==> config.mk <==
export PLATFORM = sky130hd
export DESIGN_NAME = cpu_sequencer
export DESIGN_NICKNAME = d
export VERILOG_FILES = /design/src/rtl/lite16_pkg.sv /design/src/rtl/mem_watchdog.sv /design/src/rtl/cpu_sequencer.sv
export SDC_FILE = /design/constraint.sdc
export NUM_CORES = 1
export LEC_CHECK = 0
export CAP_MARGIN = 20
export CORE_UTILIZATION = 45
export CTS_BUF_LIST = sky130_fd_sc_hd__clkbuf_16
export DETAILED_ROUTE_END_ITERATION = 16
export PLACE_DENSITY = 0.88
export SLEW_MARGIN = 40
export SYNTH_ARGS = -nofsm -noshare
export SYNTH_HDL_FRONTEND = slang
export SYNTH_SLANG_ARGS = --single-unit
export TNS_END_PERCENT = 30
==> constraint.sdc <==
create_clock -name clk -period 2.1 [get_ports clk]
set_input_delay 0.525 -clock clk [delete_from_list [all_inputs] [get_ports clk]]
set_output_delay 0.525 -clock clk [all_outputs]
set_load 0.02 [all_outputs]
==> src/rtl/lite16_pkg.sv <==
// Shared constants for the LITE-16 control path: sequencer state
// encoding, the HALT opcode and the datapath select encodings.
package lite16_pkg;

    localparam logic [2:0] ST_FETCH  = 3'd0;
    localparam logic [2:0] ST_DECODE = 3'd1;
    localparam logic [2:0] ST_EXEC   = 3'd2;
    localparam logic [2:0] ST_MEM    = 3'd3;
    localparam logic [2:0] ST_HALT   = 3'd4;
    localparam logic [2:0] ST_FAULT  = 3'd5;

    localparam logic [3:0] HALT_OP = 4'b1111;

    localparam logic ADDR_PC = 1'b0;
    localparam logic ADDR_EA = 1'b1;

    localparam logic WB_ALU = 1'b0;
    localparam logic WB_MEM = 1'b1;

    // States that drive a memory request
    function automatic logic is_mem_state(input logic [2:0] s);
        return (s == ST_FETCH) || (s == ST_MEM);
    endfunction

endpackage

==> src/rtl/mem_watchdog.sv <==
// Counts consecutive memory wait cycles and flags expiry.
// Ports: clk, rst (sync, high), waiting, clear -> expired.
module mem_watchdog #(
    parameter int MEM_TIMEOUT = 16
) (
    input  logic clk,
    input  logic rst,
    input  logic waiting,
    input  logic clear,
    output logic expired
);

    localparam int CW = (MEM_TIMEOUT < 2) ? 1 : $clog2(MEM_TIMEOUT + 1);

    logic [CW-1:0] count;

    // Expiry is flagged during the MEM_TIMEOUT-th consecutive waiting
    // cycle, so the caller can leave for FAULT at the end of it.
    assign expired = (MEM_TIMEOUT != 0) && waiting &&
                     (count == CW'(MEM_TIMEOUT - 1));

    always_ff @(posedge clk) begin
        if (rst) begin
            count <= '0;
        end else if (clear) begin
            count <= '0;
        end else if (waiting) begin
            count <= count + CW'(1);
        end
    end

endmodule

==> src/rtl/cpu_sequencer.sv <==
// Multi-cycle FETCH/DECODE/EXEC/MEM sequencer for LITE-16.
// Ports: clk, rst, opcode, decode lines, cond_true, mem_ready in;
//        memory handshake, datapath enables, retire/retired,
//        halted, fault out.
module cpu_sequencer
    import lite16_pkg::*;
#(
    parameter int MEM_TIMEOUT = 16,
    parameter int CNT_W       = 16
) (
    input  logic             clk,
    input  logic             rst,
    input  logic [3:0]       opcode,
    input  logic             ri,
    input  logic             cmp,
    input  logic             mem,
    input  logic             ld,
    input  logic             st,
    input  logic             jmp,
    input  logic             fn,
    input  logic             cond_true,
    input  logic             mem_ready,
    output logic             mem_req,
    output logic             mem_we,
    output logic             addr_sel,
    output logic             ir_load,
    output logic             pc_inc,
    output logic             pc_load,
    output logic             alu_en,
    output logic             reg_we,
    output logic             wb_sel,
    output logic             flags_we,
    output logic             retire,
    output logic [CNT_W-1:0] retired,
    output logic             halted,
    output logic             fault
);

    logic [2:0] state;
    logic [2:0] state_next;
    logic       expired;
    logic       waiting;
    logic       wd_clear;
    logic       live;

    // Operand select is purely a datapath concern
    logic unused_ri;
    assign unused_ri = ri;

    assign waiting  = mem_req & ~mem_ready;
    assign wd_clear = mem_ready | (state_next != state);

    mem_watchdog #(
        .MEM_TIMEOUT(MEM_TIMEOUT)
    ) u_watchdog (
        .clk    (clk),
        .rst    (rst),
        .waiting(waiting),
        .clear  (wd_clear),
        .expired(expired)
    );

    always_comb begin
        state_next = state;
        case (state)
            ST_FETCH: begin
                if (mem_ready)    state_next = ST_DECODE;
                else if (expired) state_next = ST_FAULT;
            end
            ST_DECODE: begin
                if (opcode == HALT_OP) state_next = ST_HALT;
                else if (mem)          state_next = ST_MEM;
                else                   state_next = ST_EXEC;
            end
            ST_EXEC: state_next = ST_FETCH;
            ST_MEM: begin
                if (mem_ready)    state_next = ST_FETCH;
                else if (expired) state_next = ST_FAULT;
            end
            ST_HALT:  state_next = ST_HALT;
            ST_FAULT: state_next = ST_FAULT;
            default:  state_next = ST_FETCH;
        endcase
    end

    always_ff @(posedge clk) begin
        if (rst) begin
            state   <= ST_FETCH;
            retired <= '0;
        end else begin
            state <= state_next;
            if (retire) retired <= retired + CNT_W'(1);
        end
    end

    // Moore outputs
    assign mem_req  = is_mem_state(state);
    assign mem_we   = (state == ST_MEM) & st;
    assign addr_sel = (state == ST_MEM) ? ADDR_EA : ADDR_PC;
    assign alu_en   = (state == ST_EXEC) | (state == ST_MEM);
    assign wb_sel   = (state == ST_MEM) ? WB_MEM : WB_ALU;
    assign halted   = (state == ST_HALT);
    assign fault    = (state == ST_FAULT);

    // Mealy strobes are suppressed in a reset cycle so an abandoned
    // access never updates architectural state.
    assign live     = ~rst;
    assign ir_load  = live & (state == ST_FETCH) & mem_ready;
    assign pc_inc   = live & (state == ST_FETCH) & mem_ready;
    assign pc_load  = live & (state == ST_EXEC) & jmp & cond_true;
    assign flags_we = live & (state == ST_EXEC) & (cmp | fn);
    assign reg_we   = live & (((state == ST_EXEC) & fn & ~cmp & ~jmp) |
                              ((state == ST_MEM) & mem_ready & ld));
    assign retire   = live & ((state == ST_EXEC) |
                              ((state == ST_MEM) & mem_ready));

endmodule
**Word level (Yosys, flattened, before mapping)**

Cells that the tools add are included.

- Add/sub/neg operators: 2
- Eq/ne operators: 8
- Mux-type cells: 7
- Bitwise logic cells: 24
- Reduce and logical (&&, ||, !) cells: 4

Operator list:

| kind | count |
|---|---|
| adder 16 x 1 -> 16 bit, second input constant | 1 |
| bitwise AND 1 bit | 15 |
| case mux 3 bit (5 select lines) | 1 |
| two-way mux 3 bit | 4 |
| equality test 3 x 2 -> 1 bit, second input constant | 2 |
| equality test 3 bit, second input constant | 2 |
| adder 5 x 1 -> 5 bit, second input constant | 1 |
| equality test 5 x 4 -> 1 bit, second input constant | 1 |
| OR 1 bit | 5 |
| equality test 4 bit, second input constant | 1 |
| NOT 1 bit | 4 |
| equality test 3 x 1 -> 1 bit, second input constant | 1 |
| logical NOT 3 bit | 1 |
| inequality test 3 bit | 1 |
| two-way mux 1 bit | 2 |
| OR reduction 2 bit | 1 |
| logical AND 1 bit | 1 |
| logical OR 1 bit | 1 |

- Register bits: 24
- Bits of input ports: 15
- Output and inout bits: 29

**Longest topological paths before layout**

- Depth in word-level cells: 10
- Depth in mapped cells: 7
- Mapped depth without buffers: 7

**Hierarchy**

Synthesis repeated with hierarchy kept, for this count alone.

- Cell total of the unflattened synthesis: 171
- Area, all modules: 1491.4 um^2

Modules (own cells, without submodules):

| module | times used | cells each | area each (um^2) | seq. area each (um^2) |
|---|---|---|---|---|
| cpu_sequencer | 1 | 147 | 1211.2 | 380.4 |
| mem_watchdog | 1 | 24 | 280.3 | 100.1 |

**Least setup slack after synthesis**

OpenSTA, ideal clock, no wires.

- Kind: in2out
- Start: in rst
- End: out flags_we
- Arrival time: 1.431 ns
- Data required time: 1.575 ns
- Setup slack: 0.144 ns
- Stages on the path: 2
- Path buffers: 1
- Cell sequence: clkbuf_1 > nor4_1

- Cells in the longest elaborated chain, start to end: 3

Ends and longest elaborated chain:

| element | line | source |
|---|---|---|
| from (decl) | cpu_sequencer.sv:12 | `input logic rst,` |
| NOT 1 bit | cpu_sequencer.sv:107 | `assign live = ~rst;` |
| bitwise AND 1 bit (2 in a row) | cpu_sequencer.sv:111 | `assign flags_we = live & (state == ST_EXEC) & (cmp \| fn);` |
| to (decl) | cpu_sequencer.sv:32 | `output logic flags_we,` |

Every way passes these cells.

**Worst setup path in the final report**

- Start: in mem_ready
- End: reg retired[11]

- Cells in the longest elaborated chain, start to end: 3

Ends and longest elaborated chain:

| element | line | source |
|---|---|---|
| from (decl) | cpu_sequencer.sv:22 | `input logic mem_ready,` |
| bitwise AND 1 bit | cpu_sequencer.sv:115 | `((state == ST_MEM) & mem_ready));` |
| OR 1 bit | cpu_sequencer.sv:114 | `assign retire = live & ((state == ST_EXEC) \|` |
| bitwise AND 1 bit | cpu_sequencer.sv:114 |  |
| to (signal assigned) | cpu_sequencer.sv:92 | `if (retire) retired <= retired + CNT_W'(1);` |
| to (decl) | cpu_sequencer.sv:34 | `output logic [CNT_W-1:0] retired,` |

Every way passes these cells.
A chain may end at the register's enable or synchronous reset.

==> run metrics <==
status completed; worst slew pin tran 0.380 ns; maximum clock path buffer count 2; Clk Tree Root Cell clkbuf_16; worst endpoint required time 2.29 ns; sequential cell area 482 sq um; Antenna diodes 0; syn avg cell area 8.18 sq um; pin count of the biggest net entering global routing 15; Routed wire per std cell 16.2 um; number of global-route vias before repair 1460; Port Buffer Count 42; clock-pin transition on the worst setup and hold timing paths 0.06 ns; Final ANT Viol Nets 0; Synth Flop Type dfxtp_1; Finish-stage setup viols 0; Post-DP HPWL 2.84 mm; syn_nets 179; power density cells 597 nW/um^2; Worst slew margin 74.3%; Yosys Warn Count 0; Final Net Count 236; Worst setup EP type flip-flop; Fillers 221; via count 1461; Pwr Total 1.18 mW; sequential area share after synthesis 36.5%; LEAKAGE 0.827 nW; core area 2760 sq um; register bit total from synthesis 24; Worst VDD drop 0.432 mV; htree depth 1; CTS tree yes; # Max-Cap Violations 0; worst skew pair latency 0.25 ns; initial antenna violation count 0; drc violations 0; final WL 4.01 mm; pre-CTS setup slack -0.563 ns; final slew viol count 0; WS Path Type in -> reg; WP data arrival 2.25 ns; clock sink count 24; Placed Area 1860 sq um; Final period util 98.2%; Design Area, Final 1980 sq um; Avg Vias per Cell 5.89; final setup margin 0.0385 ns; First-pass DRT Iterations 4; drt initial violations 50; Rows 19; Core Util, Final 71.8%; CP Launch Type input port; asr flop ratio synth 0%; share of layout cells above drive strength 1 19.4%; Max Clock Freq 485 MHz; die area 3150 sq um; count of cell types in the netlist 38; most frequent cells in the layout clkdlybuf4s50_1, dfxtp_1, nor2_1, buf_4; DP Cell Count 242; synthesis-to-layout area growth 50.2%; HP Class reg -> reg; synthesized area 1320 sq um; Crit Path Max Fanout 7; grt total ovfl 0; Final min period 2.06 ns; final cell count without fillers 248; Cells after Synth 161; area occupied by multi-input gates 774 sq um; Post-synth EDFFs 0; Num CTS Buffers 3; RSZ-0062 raised after global routing no; GRT Total Usage 25.4%; first-pass GRT wire length 6.39 mm; Layout Skew 0.00146 ns; Hold Vio Cnt, Final 0; Initial Util 47.8%; Die Y-Extent 56.1 um; routability cong. 0.906; most common cell after layout, fill and taps aside clkdlybuf4s50_1; die width 56.1 um; I/O pins 44
synthesized netlist by cell type, drive strengths merged, types with 4 or more instances:
library cell / number / area share (%)
dfxtp: 24 / 36
nor2: 23 / 6.6
a21oi: 10 / 3.8
nand2: 9 / 2.6
and3: 7 / 3.3
o21ai: 7 / 2.7
clkbuf: 6 / 1.7
nand3: 6 / 2.3
xnor2: 6 / 4.0
xor2: 6 / 4.0
buf: 5 / 3.4
or3: 5 / 2.8
inv: 4 / 1.1
nand4: 4 / 1.9
nor3: 4 / 1.5
worst max-delay path: stages:
cell and delay [ns]:
dlygate4sd2_1 0.40, nor2b_4 0.07, buf_4 0.17, or3_4 0.42
buf_4 0.16, or3_4 0.37, a21oi_2 0.14
registers in the layout (all words and copies together), names as in the netlist:
register          count
state                 3
u_watchdog.count      5
retired              16
power breakdown:
part / switching (mW) / total [mW] / internal [mW]
Clock: 0.160 / 0.538 / 0.379
Combinational: 0.0854 / 0.170 / 0.0844
Sequential: 0.0104 / 0.473 / 0.462
Total: 0.256 / 1.18 / 0.925
final cells by class:
| cell class | count | share of cell area, % |
|---|---|---|
| clock buffers | 3 | 3.79 |
| clock inverters | 1 | 1.52 |
| inverters | 4 | 0.759 |
| multi-input cells | 122 | 39.1 |
| flip-flops and latches | 24 | 24.3 |
| well taps | 31 | 1.96 |
| repair buffers | 63 | 28.5 |
timing repair:
action,CTS,global route
cloned,0,0
resized for setup,43,5
hold buffers,0,0
buffers inserted,0,2
setup endpoints to repair,17,9
pin swaps,5,4
endpoints found under the hold margin,0,0
worst paths after layout:
check,startpoint,end,slack (ns),cells after the start
max,mem_ready,retired[11],0.04,7
min,retired[15],retired[15],0.50,2
max reg2reg,state[0],retired[11],0.10,7
min reg2reg,retired[15],retired[15],0.50,2
through the flow:
stage / TNS [ns] / hold WS, ns
floorplan: 0 / 0.472
global placement: -4.46 / 0.461
detailed placement: -5.27 / 0.481
CTS: -0.0845 / 0.494
global route: 0 / 0.527
finish: 0 / 0.501
per-layer routing:
metal  wire (um)  up-vias  global-route usage, %
met3         158       12                   3.49
met2        2190       62                   48.0
li1            -      680                      -
met4         112        0                   13.6
met5           0        -                      0
met1        1560      707                   26.9
cell families (layout without fill, tap and decap cells):
family | count (synthesis) | count (layout) | share of synthesized area (%)
flops | 24 | 24 | 36.5
simple gates | 79 | 79 | 33.0
fa+ha+maj | 3 | 3 | 2.85
mux | 2 | 2 | 1.52
buf+inv | 15 | 71 | 6.27
xor+xnor | 12 | 12 | 7.98
compound gates | 26 | 26 | 12.0
Power figures use the tool's default switching activity.
